--- config.mk ---
export PLATFORM = sky130hd
export DESIGN_NAME = msg_schedule_gen
export DESIGN_NICKNAME = d
export VERILOG_FILES = /design/src/rtl/msg_schedule_gen.sv
export SDC_FILE = /design/constraint.sdc
export NUM_CORES = 1
export LEC_CHECK = 0
export BUFFER_PORTS_ARGS = -buffer_cell sky130_fd_sc_hd__buf_2
export CORE_ASPECT_RATIO = 0.75
export CORE_MARGIN = 3
export CORE_UTILIZATION = 49
export DETAILED_ROUTE_END_ITERATION = 12
export PLACE_DENSITY_LB_ADDON = 0.05
export RECOVER_POWER = 100
export SYNTH_ARGS = -nofsm -noshare
export SYNTH_HDL_FRONTEND = slang
export SYNTH_SLANG_ARGS = --single-unit
--- constraint.sdc ---
create_clock -name clk -period 4.7 [get_ports clk]
set_input_delay 0.47 -clock clk [delete_from_list [all_inputs] [get_ports clk]]
set_output_delay 0.47 -clock clk [all_outputs]
set_load 0.02 [all_outputs]
--- src/rtl/msg_schedule_gen.sv ---
// msg_schedule_gen
// SHA-2 message-schedule generator. Holds a 16-word sliding window loaded
// from a message block and streams W_0..W_(ROUNDS-1) to the round core.
// MODE_512=0 selects SHA-256 (32-bit words, 64 rounds), 1 selects SHA-512
// (64-bit words, 80 rounds).
//
// Ports:
//   clk      rising-edge clock
//   reset    synchronous active-high reset
//   load     capture `block` and start a new schedule (any state)
//   block    message block, word 0 in the MSBs
//   w_ready  round core accepts the current word
//   w_valid  w_data holds schedule word w_index
//   w_data   current schedule word W_t (window register win[0])
//   w_index  t of w_data
//   busy     schedule active (FSM state: 1 = ACTIVE, 0 = IDLE)
//   done     one-cycle pulse after W_(ROUNDS-1) is accepted
//
// Handshake: a word transfers on a rising edge where w_valid=1 and
// w_ready=1 (and load=0). While w_valid=1 and w_ready=0, w_data and
// w_index hold. w_valid never depends combinationally on w_ready.
module msg_schedule_gen #(
  parameter bit  MODE_512 = 1'b0,
  localparam int WORD_W   = MODE_512 ? 64 : 32,
  localparam int ROUNDS   = MODE_512 ? 80 : 64,
  localparam int BLOCK_W  = 16 * WORD_W,
  localparam int IDX_W    = 7
) (
  input  logic               clk,
  input  logic               reset,
  input  logic               load,
  input  logic [BLOCK_W-1:0] block,
  input  logic               w_ready,
  output logic               w_valid,
  output logic [WORD_W-1:0]  w_data,
  output logic [IDX_W-1:0]   w_index,
  output logic               busy,
  output logic               done
);

  localparam logic [0:0] IDLE   = 1'b0;
  localparam logic [0:0] ACTIVE = 1'b1;

  localparam logic [IDX_W-1:0] LAST_IDX = IDX_W'(ROUNDS - 1);

  logic [0:0]        state_q, state_d;
  logic [IDX_W-1:0]  cnt_q, cnt_d;
  logic              done_q, done_d;
  logic [WORD_W-1:0] win_q [16];
  logic [WORD_W-1:0] win_d [16];

  logic              accept;
  logic [WORD_W-1:0] s0, s1, wnew;

  function automatic logic [WORD_W-1:0] rotr(input logic [WORD_W-1:0] x,
                                             input int unsigned n);
    return (x >> n) | (x << (WORD_W - n));
  endfunction

  function automatic logic [WORD_W-1:0] sigma0(input logic [WORD_W-1:0] x);
    if (MODE_512) return rotr(x, 1) ^ rotr(x, 8) ^ (x >> 7);
    else          return rotr(x, 7) ^ rotr(x, 18) ^ (x >> 3);
  endfunction

  function automatic logic [WORD_W-1:0] sigma1(input logic [WORD_W-1:0] x);
    if (MODE_512) return rotr(x, 19) ^ rotr(x, 61) ^ (x >> 6);
    else          return rotr(x, 17) ^ rotr(x, 19) ^ (x >> 10);
  endfunction

  // Window positions relative to the word being produced, W_(t+16):
  // win[14]=W_(t+14), win[9]=W_(t+9), win[1]=W_(t+1), win[0]=W_t.
  assign s0   = sigma0(win_q[1]);
  assign s1   = sigma1(win_q[14]);
  assign wnew = s1 + win_q[9] + s0 + win_q[0];

  // load wins over an accept in the same cycle: the in-flight word is dropped.
  assign accept = (state_q == ACTIVE) && w_ready && !load;

  always_comb begin
    state_d = state_q;
    cnt_d   = cnt_q;
    done_d  = 1'b0;
    for (int i = 0; i < 16; i++) win_d[i] = win_q[i];

    if (load) begin
      for (int i = 0; i < 16; i++) win_d[i] = block[BLOCK_W-1-i*WORD_W -: WORD_W];
      cnt_d   = '0;
      state_d = ACTIVE;
    end else if (accept) begin
      for (int i = 0; i < 15; i++) win_d[i] = win_q[i+1];
      win_d[15] = wnew;
      // The terminal accept still shifts the window but parks the counter
      // at ROUNDS-1 until the next load.
      if (cnt_q == LAST_IDX) begin
        state_d = IDLE;
        done_d  = 1'b1;
      end else begin
        cnt_d = cnt_q + 1'b1;
      end
    end
  end

  always_ff @(posedge clk) begin
    if (reset) begin
      state_q <= IDLE;
      cnt_q   <= '0;
      done_q  <= 1'b0;
      for (int i = 0; i < 16; i++) win_q[i] <= '0;
    end else begin
      state_q <= state_d;
      cnt_q   <= cnt_d;
      done_q  <= done_d;
      for (int i = 0; i < 16; i++) win_q[i] <= win_d[i];
    end
  end

  assign w_valid = (state_q == ACTIVE);
  assign busy    = (state_q == ACTIVE);
  assign w_data  = win_q[0];
  assign w_index = cnt_q;
  assign done    = done_q;

endmodule

==> key figures <==
CTS
  • Hold buffers post-CTS: 0
  • H-tree lvl count: 2
  • Buffers from clock root to sink, at most: 3
  • Total CTS buffers: 54
  • Latest clock arrival within the worst-skew pair: approximately 640 ps
  • CTS resizes: 0
  • Clock tree from TritonCTS: yes
  • Root buffer cell: clkbuf_16
  • Buffer count from post-CTS setup fixing: 0
  • Total clock sinks: 521
  • Clock edge transition at the registers on the reported setup and hold paths: roughly 70 ps

Synthesis
  • Count of state elements after synthesis: ~520
  • EDFF count, synth: 0
  • Average cell area after synthesis: 6.87 µm²
  • Biggest area contributors in the synthesized netlist: dfxtp_1, a21oi_1, nand2_1
  • Combined area of all synthesized cells: about 27000 µm²
  • Most common flop cell mapped by yosys: dfxtp_1
  • Count of warnings emitted by yosys: 0
  • Number of different library cells in the post-synthesis netlist: 57
  • Yosys top cell area share: between 30% and 40%
  • Cell accounting for the most synthesized area: dfxtp_1
  • Share of flip-flops with an asynchronous set or reset after synthesis: 0%
  • Most frequent cell after synthesis: a21oi_1
  • Nets in the synthesized netlist: about 4600
  • Most used standard cells in the synthesized netlist: a21oi_1, nand2_1, nor2_1
  • Number of instances in the synthesized netlist: 3997
  • Sequential fraction of the synthesis area: a little under two fifths

Detailed routing
  • Starting DRC count in detailed routing: 3146
  • Post-DRT Antenna Nets: 0
  • Count of TritonRoute iterations in the first routing pass: 6
  • WL/cell: ~21 µm
  • DR vias: 27400
  • Total DRC errors in the routed layout: 0
  • Routed wire length: roughly 100000 µm
  • Via-per-instance ratio: approximately 5.4

Critical path
  • Capturing element type of the critical path: register
  • Largest fanout on the critical path: 5
  • Data arrival time of the critical path: roughly 4900 ps
  • Crit Path Class: register to register
  • CP required: 5180 ps
  • Type of origin of the critical path: register

Global routing
  • Vias in the first global route: approximately 25000
  • Initial antenna violation count: 43
  • Pin count of the biggest net entering global routing: around 190
  • Total global routing track utilization: 33.9%
  • Global-route wire length before repair: 151000 µm
  • GRT overflow: 0

Timing
  • Final critical-path share of the clock period: around 94%
  • Setup-failing EPs final: 0
  • Worst slack on hold paths: approximately 59 ps
  • Transition time at the pin with the least slew margin: 2050 ps
  • Fin Setup TNS: 0 ps
  • Layout Skew: around 29 ps
  • Slew HR: -37.0%
  • Pins Over Slew Limit: 500
  • Endpoints failing hold: 0
  • Max Clk Rate: about 230 MHz
  • Setup repair after global routing missed its margin: false
  • Fin crit period: 4430 ps

Floorplanning
  • Die ar.: 59000 µm²
  • Site Rows: 74
  • Total core area: roughly 55000 µm²
  • Chip Height: roughly 210 µm
  • Top Ports: about 560
  • X dimension of the die: approximately 280 µm
  • Effective utilization at floorplan: between 50 and 60%

Run status
  • Result of the run: complete, but fails checks
  • Violated checks: capacitance limit, slew limit

Power and ir drop
  • LEAKAGE: roughly 13 nW
  • Largest voltage drop on the vdd net: between 0.2 and 0.3 mV
  • Pwr dens: approximately 400 nW/µm²

Min path
  • Min-delay worst type: input pin to register

Place
  • Weighted congestion at the end of routability-driven global placement: between 0.9 and 1
  • Half-perimeter wire length after placement: approximately 77000 µm
  • Quantity of I/O buffers inserted on ports: 557

Cells and area
  • Area delta synth->final: 15.9%
  • Count of nets after finishing: 4875
  • Number of fill cells: around 5500
  • Ratio of cells with drive above 1 in the final layout: 14.7%

Job
  • Max Cap Violations: 6
state kept, by name (all words and copies together) (netlist names):
name,count
win_q,512
w_index,7
busy,1
done,1
area by class of cell:
cell class                 instances  area [µm²]  share of cell area (%)
inverter                         138         518                    1.63
multi-input combinational       2965       15000                    47.0
tap                              722         903                    2.84
clock buffer                      83        1610                    5.06
antenna                           28        70.1                   0.220
clock inverter                    17         238                   0.747
timing repair buffer             585        3100                    9.75
sequential                       521       10400                    32.8
metrics by stage:
stage / cells / utilization [%] / power, mW / setup slack, ps / cell area, µm²
after floorplan: 3997 / - / 7.29 / 806 / 27500
after global routing: 5053 / 57.9 / 13.4 / 59.2 / 31800
final: 5059 / 58.0 / 12.8 / 271 / 31800
after detailed placement: 4931 / 54.7 / 8.35 / 408 / 30100
after global placement: 4931 / 54.7 / 8.36 / 468 / 30100
after CTS: 5031 / 58.1 / 12.8 / 379 / 31900
critical path, stage by stage (launching register included):
cell	delay [ps]
dfxtp_1	500
xnor2_1	140
xnor2_1	410
fa_1	510
fa_1	440
ha_1	380
o211ai_1	130
o211ai_1	290
a21oi_1	240
o31ai_1	720
a21boi_0	240
xor2_1	190
o22ai_1	100
metal layers:
metal  global-route usage, %  up-vias  share of wire, %
met2                    50.8      972                44
met1                    47.6    12800                43
met3                    9.06      172               9.9
met4                    11.0       28               2.6
met5                       0        -              0.18
li1                        -    13500                 -
worst paths after layout:
kind,start,end,slack (ps),depth (start not counted)
min,block[115],win_q[1][147]$_SDFFE_PP0P_,60,3
max reg2reg,win_q[1][214]$_SDFFE_PP0P_,win_q[1][250]$_SDFFE_PP0P_,270,12
max,win_q[1][214]$_SDFFE_PP0P_,win_q[1][250]$_SDFFE_PP0P_,270,12
min reg2reg,w_index[6]$_SDFFE_PP0P_,w_index[6]$_SDFFE_PP0P_,480,1
cells by family (layout without fill, tap and decap cells):
kind of cell	Yosys count	in the layout	synth area share, %
AND/OR/NAND/NOR	1597	1597	22.2
AO/OA/AOI/OAI	1119	1119	21.4
flip-flops	521	521	38.0
buffers and inverters	511	823	7.45
XOR/XNOR	149	149	4.75
adder cells (fa/ha/maj)	94	94	5.98
multiplexers	6	6	0.219
other	0	28	0
layout by cell type, fill, tap and decap left out, types with 3 or more instances in the layout:
master | synthesis | layout
bufinv_16 | 0 | 4
clkbuf_1 | 308 | 59
a21o_1 | 13 | 13
nor2_1 | 529 | 529
xnor2_1 | 114 | 114
diode_2 | 0 | 28
buf_2 | 3 | 513
clkinv_2 | 0 | 7
and3_1 | 4 | 4
xor2_1 | 35 | 35
inv_1 | 138 | 138
buf_12 | 0 | 12
o211ai_1 | 7 | 7
buf_4 | 33 | 10
nand3_1 | 7 | 7
fa_1 | 62 | 62
a211o_1 | 3 | 3
nor3b_1 | 3 | 3
clkbuf_8 | 0 | 15
nand2_1 | 1019 | 1019
nor3_1 | 9 | 9
dfxtp_1 | 521 | 521
a221oi_1 | 10 | 11
ha_1 | 32 | 32
and2_1 | 6 | 4
nand4_1 | 9 | 9
o21ai_0 | 19 | 20
a21oi_1 | 1027 | 1028
mux2i_1 | 6 | 6
a211oi_1 | 4 | 4
o22ai_1 | 6 | 6
clkbuf_16 | 0 | 54
o21a_1 | 3 | 3
power by group:
| group | switching (mW) | internal [mW] | leakage (nW) |
|---|---|---|---|
| clock | 1.94 | 2.59 | 0.907 |
| sequential | 0.269 | 4.68 | 4.30 |
| combinational | 2.07 | 1.27 | 7.72 |
| total | 4.27 | 8.54 | 12.9 |
Note: power is estimated with default switching activity, not from simulation.
